## config.mk

```make
export PLATFORM = sky130hd
export DESIGN_NAME = if_stage
export DESIGN_NICKNAME = d
export VERILOG_FILES = /design/src/rtl/rv_pkg.sv /design/src/rtl/pc_reg.sv /design/src/rtl/if_stage.sv
export SDC_FILE = /design/constraint.sdc
export NUM_CORES = 1
export LEC_CHECK = 0
export ABC_AREA = 1
export CORE_MARGIN = 2
export CORE_UTILIZATION = 30
export CTS_CLUSTER_DIAMETER = 40
export DETAILED_ROUTE_END_ITERATION = 12
export GPL_ROUTABILITY_DRIVEN = 0
export PLACE_DENSITY = 0.61
export SYNTH_ARGS = -nofsm -noshare
export SYNTH_HDL_FRONTEND = slang
export SYNTH_SLANG_ARGS = --single-unit
export TNS_END_PERCENT = 20
```

## constraint.sdc

```tcl
create_clock -name clk -period 4.4 [get_ports clk]
set_input_delay 0.66 -clock clk [delete_from_list [all_inputs] [get_ports clk]]
set_output_delay 0.66 -clock clk [all_outputs]
set_load 0.02 [all_outputs]
```

## src/rtl/rv_pkg.sv

```systemverilog
// Shared RV32I definitions used by the fetch and decode stages.
package rv_pkg;

    localparam int XLEN = 32;

    localparam logic [XLEN-1:0] RESET_PC  = 32'h0000_0000;
    localparam logic [XLEN-1:0] NOP_INSTR = 32'h0000_0013;

    localparam logic [6:0] OPC_LUI    = 7'b0110111;
    localparam logic [6:0] OPC_AUIPC  = 7'b0010111;
    localparam logic [6:0] OPC_JAL    = 7'b1101111;
    localparam logic [6:0] OPC_JALR   = 7'b1100111;
    localparam logic [6:0] OPC_BRANCH = 7'b1100011;
    localparam logic [6:0] OPC_LOAD   = 7'b0000011;
    localparam logic [6:0] OPC_STORE  = 7'b0100011;
    localparam logic [6:0] OPC_OP_IMM = 7'b0010011;
    localparam logic [6:0] OPC_OP     = 7'b0110011;

    function automatic logic [XLEN-1:0] nextSeqPc(input logic [XLEN-1:0] pc);
        return pc + 32'd4;
    endfunction

    // Redirect targets are word-aligned by dropping the low bits, never trapped.
    function automatic logic [XLEN-1:0] alignPc(input logic [XLEN-1:0] pc);
        return pc & ~32'h3;
    endfunction

endpackage

```

## src/rtl/pc_reg.sv

```systemverilog
// Program counter with next-PC selection: redirect beats stall beats sequential advance.
module pc_reg #(
    parameter logic [31:0] RESET_PC = rv_pkg::RESET_PC
) (
    input  logic        clk_i,
    input  logic        rst_i,
    input  logic        stall_i,
    input  logic        redirect_i,
    input  logic [31:0] redirectPc_i,
    output logic [31:0] pc_o
);
    import rv_pkg::*;

    logic [XLEN-1:0] pc_q;
    logic [XLEN-1:0] pc_d;

    always_comb begin
        pc_d = nextSeqPc(pc_q);
        if (redirect_i) begin
            pc_d = alignPc(redirectPc_i);
        end else if (stall_i) begin
            pc_d = pc_q;
        end
    end

    always_ff @(posedge clk_i) begin
        if (rst_i) begin
            pc_q <= RESET_PC;
        end else begin
            pc_q <= pc_d;
        end
    end

    assign pc_o = pc_q;

endmodule

```

## src/rtl/if_stage.sv

```systemverilog
// Instruction fetch: drives the imem address from the PC and captures the IF/ID register.
module if_stage #(
    parameter logic [31:0] RESET_PC  = rv_pkg::RESET_PC,
    parameter logic [31:0] NOP_INSTR = rv_pkg::NOP_INSTR,
    parameter int          CNT_W     = 32
) (
    input  logic             clk,
    input  logic             rst,
    input  logic             stall,
    input  logic             flush,
    input  logic             redirect,
    input  logic [31:0]      redirect_pc,
    output logic [31:0]      imem_addr,
    input  logic [31:0]      imem_rdata,
    output logic [31:0]      ifid_pc,
    output logic [31:0]      ifid_pc4,
    output logic [31:0]      ifid_instr,
    output logic             ifid_valid,
    output logic [CNT_W-1:0] fetch_count
);
    import rv_pkg::*;

    logic [XLEN-1:0]  pc;
    logic [XLEN-1:0]  ifidPc_q, ifidPc_d;
    logic [XLEN-1:0]  ifidPc4_q, ifidPc4_d;
    logic [XLEN-1:0]  ifidInstr_q, ifidInstr_d;
    logic             ifidValid_q, ifidValid_d;
    logic [CNT_W-1:0] fetchCount_q, fetchCount_d;

    pc_reg #(
        .RESET_PC(RESET_PC)
    ) u_pcReg (
        .clk_i       (clk),
        .rst_i       (rst),
        .stall_i     (stall),
        .redirect_i  (redirect),
        .redirectPc_i(redirect_pc),
        .pc_o        (pc)
    );

    // A bubble keeps the old pc/pc4 so decode never sees a wrong-path address.
    always_comb begin
        ifidPc_d     = ifidPc_q;
        ifidPc4_d    = ifidPc4_q;
        ifidInstr_d  = ifidInstr_q;
        ifidValid_d  = ifidValid_q;
        fetchCount_d = fetchCount_q;
        if (redirect || flush) begin
            ifidInstr_d = NOP_INSTR;
            ifidValid_d = 1'b0;
        end else if (!stall) begin
            ifidPc_d     = pc;
            ifidPc4_d    = nextSeqPc(pc);
            ifidInstr_d  = imem_rdata;
            ifidValid_d  = 1'b1;
            fetchCount_d = fetchCount_q + {{(CNT_W-1){1'b0}}, 1'b1};
        end
    end

    always_ff @(posedge clk) begin
        if (rst) begin
            ifidPc_q     <= '0;
            ifidPc4_q    <= '0;
            ifidInstr_q  <= NOP_INSTR;
            ifidValid_q  <= 1'b0;
            fetchCount_q <= '0;
        end else begin
            ifidPc_q     <= ifidPc_d;
            ifidPc4_q    <= ifidPc4_d;
            ifidInstr_q  <= ifidInstr_d;
            ifidValid_q  <= ifidValid_d;
            fetchCount_q <= fetchCount_d;
        end
    end

    assign imem_addr   = pc;
    assign ifid_pc     = ifidPc_q;
    assign ifid_pc4    = ifidPc4_q;
    assign ifid_instr  = ifidInstr_q;
    assign ifid_valid  = ifidValid_q;
    assign fetch_count = fetchCount_q;

endmodule
```

Word-level counts from Yosys, hierarchy flattened. Cells that the tools add are included.

Reduce and logical (&&, ||, !) cells: 4. Add/sub/neg operators: 2. Multiplexer cells: 2. Bitwise operators: 2. Equal/unequal tests: 1.

Operators with widths (count): $mux W32 (2); $add A32 B1 Y32 const B (1); $add A32 B3 Y32 const B (1); $reduce_or A2 Y1 (2); $ne A2 B1 Y1 const B (1); $not A1 Y1 (2); $reduce_and A2 Y1 (1); $logic_or A1 B1 Y1 (1).

Register bits after elaboration: 161. Bits of input ports: 69. Logic and storage cells: 18. Output and inout port bits: 161.

Depth between registers and ports, before layout.
Depth in word-level cells: 3. Depth in mapped cells: 11. Mapped depth without buffers: 11.

By module. Synthesis repeated with hierarchy kept, for this count alone.

Cells, all modules: 1252. Area, all modules: 8134.1 µm².

By module, submodules not included: if_stage (times used 1, cells each 883, area each 5957.0 µm²); pc_reg (times used 1, cells each 369, area each 2177.1 µm²).

Least setup slack after synthesis. No wires, ideal clock.

Kind: input to register. From: input stall. To: register fetchCount_q[24] (netlist: fetch_count[24]). Cell stages on the path: 10. Data arrival time: 1.687 ns. Path slack: 2.597 ns. Library setup time: 0.116 ns. Path buffers: 2. Cell sequence: buf_2 > inv_4 > nand2_4 > buf_6 > nor2_4 > nand2_2 > nor2_4 > nand2_1 > o21ai_0 > nor2_1.

Longest elaborated chain between the ends: 2.

Ends and longest elaborated chain: start, declared (line if_stage.sv:9) `input logic stall,`; $not A1 Y1 (no line); $reduce_and A2 Y1 (no line); end signal, assigned (line if_stage.sv:72) `fetchCount_q <= fetchCount_d;`; end, declared (line if_stage.sv:28) `logic [CNT_W-1:0] fetchCount_q, fetchCount_d;`.

No other way between the ends. A chain may end at the register's enable or synchronous reset.

Worst setup path after layout.
From: input stall. To: register ifidPc4_q[26] (netlist: ifid_pc4[26]).

Longest elaborated chain between the ends: 2.

Ends and longest elaborated chain: $not A1 Y1 (no line); $reduce_and A2 Y1 (no line); end signal, assigned (line if_stage.sv:69) `ifidPc4_q <= ifidPc4_d;`; end, declared (line if_stage.sv:25) `logic [XLEN-1:0] ifidPc4_q, ifidPc4_d;`.

No other way between the ends.

==> results.sh <==
export IMPL_fin_hold_ws_ns=0.458
export IMPL_path_cells="clkdlybuf4s50_1, inv_4, nand2_4, inv_2, buf_4, nor2_1, nor2_1, o21ai_0, inv_1"
export IMPL_wl_per_cell_um=14.7
export IMPL_ys_warn_count=0
export IMPL_maxCapViolations=0
export IMPL_ir_worst_vdd_v=0.000209
export IMPL_synth_area_um2=7190
export IMPL_crit_buf_inv=5
export IMPL_drtIter0Drc=429
export IMPL_crit_start="stall"
export IMPL_ys_seq_area_frac=0.431
export IMPL_multiInputGateArea_um2=3520
export IMPL_initial_core_util=0.306
export IMPL_hold_violations=0
export IMPL_grt_total_usage=0.184
export IMPL_cts_buffer_depth=2
export IMPL_layout_drive_gt1_share=0.0493
export IMPL_fp_row_count=56
export IMPL_fin_crit_ns=2.78
export IMPL_fin_total_pwr_w=0.00346
export IMPL_cp_required_ns=4.76
export IMPL_avgSynthCellArea_um2=6.73
export IMPL_grt_pass1_wl_um=37300
export IMPL_max_clock_freq_mhz=359
export IMPL_hold_path_class="flip-flop to flip-flop"
export IMPL_r2r_end="ifid_pc4[14]$_SDFFE_PP0P_"
export IMPL_cts_clk_slew_worst_paths_ns=0.06
export IMPL_finalCritPeriodShare=0.633
export IMPL_cts_root_buf="clkbuf_16"
export IMPL_tns_ns=0
export IMPL_grt_max_degree=76
export IMPL_slew_viol_final=0
export IMPL_cts_sinks=155
export IMPL_worst_slack_ns=1.62
export IMPL_antenna_found_initial=1
export IMPL_dieWidth_um=159
export IMPL_rsz0062_at_grt="no"
export IMPL_cp_arrival_ns=3.15
export IMPL_timing_rr_start="u_pcReg.pc_o[2]$_SDFFE_PP0P_"
export IMPL_hold_end="ifid_instr[8]$_SDFFE_PP0N_"
export IMPL_slew_headroom=0.245
export IMPL_final_nets=1338
export IMPL_slowest_stage="buf_4"
export IMPL_dieArea_um2=25200
export IMPL_hold_depth=2
export IMPL_io_buffers=221
export IMPL_path_common_cell="nor2_1"
export IMPL_synthCells=1069
export IMPL_io_pins=230
export IMPL_status="finished, final reports clean"
export IMPL_path_max_fanout=74
export IMPL_clk_latency_ns=0.42
export IMPL_p_per_area_nw_per_um2=338
export IMPL_start_kind="input pin"
export IMPL_register_area_um2=3100
export IMPL_max_slew_worst_pin_slew_ns=1.13
export IMPL_dpl_hpwl_um=16900
export IMPL_grt_overflow_total=0
export IMPL_nFillCells=2443
export IMPL_cpPeakStageDelay_ns=0.64
export IMPL_post_cts_buffers=0
export IMPL_crit_family="buffers and inverters"
export IMPL_setup_worst_path_class="input pin to flip-flop"
export IMPL_setup_viol=0
export IMPL_drc=0
export IMPL_regToRegSetupSlack_ns=2.47
export IMPL_fin_util=0.436
export IMPL_clock_skew_ns=0.00972
export IMPL_cts_hold_buf=0
export IMPL_postRouteAntennaNets=0
export IMPL_dr_pass1_iters=5
export IMPL_r2r_cells=8
export IMPL_critical_path_endpoint_type="flip-flop"
export IMPL_ys_ff_latch=155
export IMPL_syn_to_final_growth_pct=42.3
export IMPL_dp_slack_ns=1.18
export IMPL_core_area_um2=23500
export IMPL_synth_distinct_cells=35
export IMPL_wirelength_um=23500
export IMPL_grt_pass1_vias=6783
export IMPL_htree_num_levels=4
export IMPL_via_count=7280
export IMPL_hold_start="ifid_instr[8]$_SDFFE_PP0N_"
export IMPL_viasPerCell=4.56
export IMPL_numCtsBuffers=17
export IMPL_p_leak_nw=3.80
export IMPL_cts_tree="done"
export IMPL_cts_resized_gates=0
export IMPL_die_y_um=159
cells by family (layout without fill, tap and decap cells):
group,count (synthesis),count (layout),synth area share
adder cells (fa/ha/maj),2,2,0.00348
XOR/XNOR,17,17,0.0207
buffers and inverters,144,348,0.0826
other,1,7,0.000521
AND/OR/NAND/NOR,562,562,0.323
flip-flops,155,155,0.431
AO/OA/AOI/OAI,188,188,0.138
metal layers:
layer,vias to the layer above,routed length (um),part of all wire,track usage
li1,3765,-,-,-
met1,3292,10600,0.45,0.234
met3,23,1370,0.058,0.0465
met4,0,543,0.023,0.0655
met5,-,0,0,0
met2,200,11000,0.47,0.303
how the worst max path moves through the flow:
stage / to / cells after the start
2_1_floorplan: fetch_count[24]$_SDFFE_PP0P_ / 10
3_3_place_gp: ifid_pc4[31]$_SDFFE_PP0P_ / 9
3_5_place_dp: ifid_pc4[26]$_SDFFE_PP0P_ / 9
4_1_cts: ifid_pc4[26]$_SDFFE_PP0P_ / 9
5_1_grt: ifid_pc4[31]$_SDFFE_PP0P_ / 9
6_report: ifid_pc4[26]$_SDFFE_PP0P_ / 9
flip-flops by register name, summed over array words and instances, names as in the netlist:
| register | cells |
|---|---|
| ifid_pc4 | 30 |
| u_pcReg.pc_o | 30 |
| ifid_pc | 30 |
| ifid_instr | 32 |
| fetch_count | 32 |
| ifid_valid | 1 |
synthesized netlist by cell type (all sizes together):
cell type | n | area (um2)
nor2 | 166 | 733
nand4 | 7 | 43.8
and3 | 2 | 12.5
nand2 | 340 | 1290
xnor2 | 4 | 35.0
a22oi | 1 | 7.51
a211oi | 1 | 7.51
and2 | 2 | 12.5
inv | 91 | 344
clkbuf | 32 | 120
nand3 | 39 | 200
a22o | 7 | 61.3
a21oi | 99 | 495
ha | 2 | 25.0
dfxtp | 155 | 3100
o21a | 3 | 22.5
o21ai | 68 | 340
a31oi | 8 | 50.1
nor3 | 5 | 25.0
conb | 1 | 3.75
nor3b | 1 | 7.51
xor2 | 13 | 114
o211ai | 1 | 7.51
buf | 21 | 130
area by class of cell:
type,instances,share of cell area
clock buffers,19,0.0442
clock inverters,11,0.0166
inverters,91,0.0336
repair buffers,227,0.220
flip-flops and latches,155,0.303
well taps,319,0.0390
multi-input cells,775,0.344
diodes,1,0.000244
layout by cell type, fill, tap and decap left out, types with 4 or more instances in the layout:
| master | Yosys | routed |
|---|---|---|
| xnor2_1 | 4 | 4 |
| xor2_1 | 13 | 13 |
| o21ai_0 | 68 | 68 |
| nor2_1 | 149 | 148 |
| a31oi_1 | 8 | 8 |
| clkbuf_16 | 0 | 17 |
| nand2_1 | 336 | 336 |
| bufinv_16 | 0 | 4 |
| dfxtp_1 | 155 | 155 |
| nand3_1 | 38 | 38 |
| nor3_1 | 5 | 5 |
| a22o_1 | 7 | 7 |
| nor2_4 | 8 | 8 |
| nor2_2 | 7 | 8 |
| clkdlybuf4s50_1 | 0 | 219 |
| a21oi_1 | 99 | 99 |
| inv_1 | 89 | 89 |
| conb_1 | 1 | 6 |
| nand4_1 | 7 | 7 |
| buf_4 | 6 | 6 |
worst register-to-register path: cells and delay by family, from the launching register on:
kind                       cells  cell delay (ns)
and+or+nand+nor                4             0.57
DFF                            1             0.48
xor gates and xnor gates       1             0.34
adders and majority gates      1             0.25
AOI/OAI and AO/OA              1             0.13
buffers and inverters          1             0.09
metrics by stage:
stage / cells / instance area, um2
after floorplan: 1074 / 7210
after global routing: 1598 / 10200
after detailed placement: 1567 / 9610
after global placement: 1567 / 9610
final: 1598 / 10200
after CTS: 1597 / 10200
power by group:
part,leakage (nW),switching [W],internal [W]
Sequential,1.26,0.0000446,0.00145
Combinational,2.24,0.000216,0.000174
Clock,0.297,0.000598,0.000974
Power figures use the tool's default switching activity.
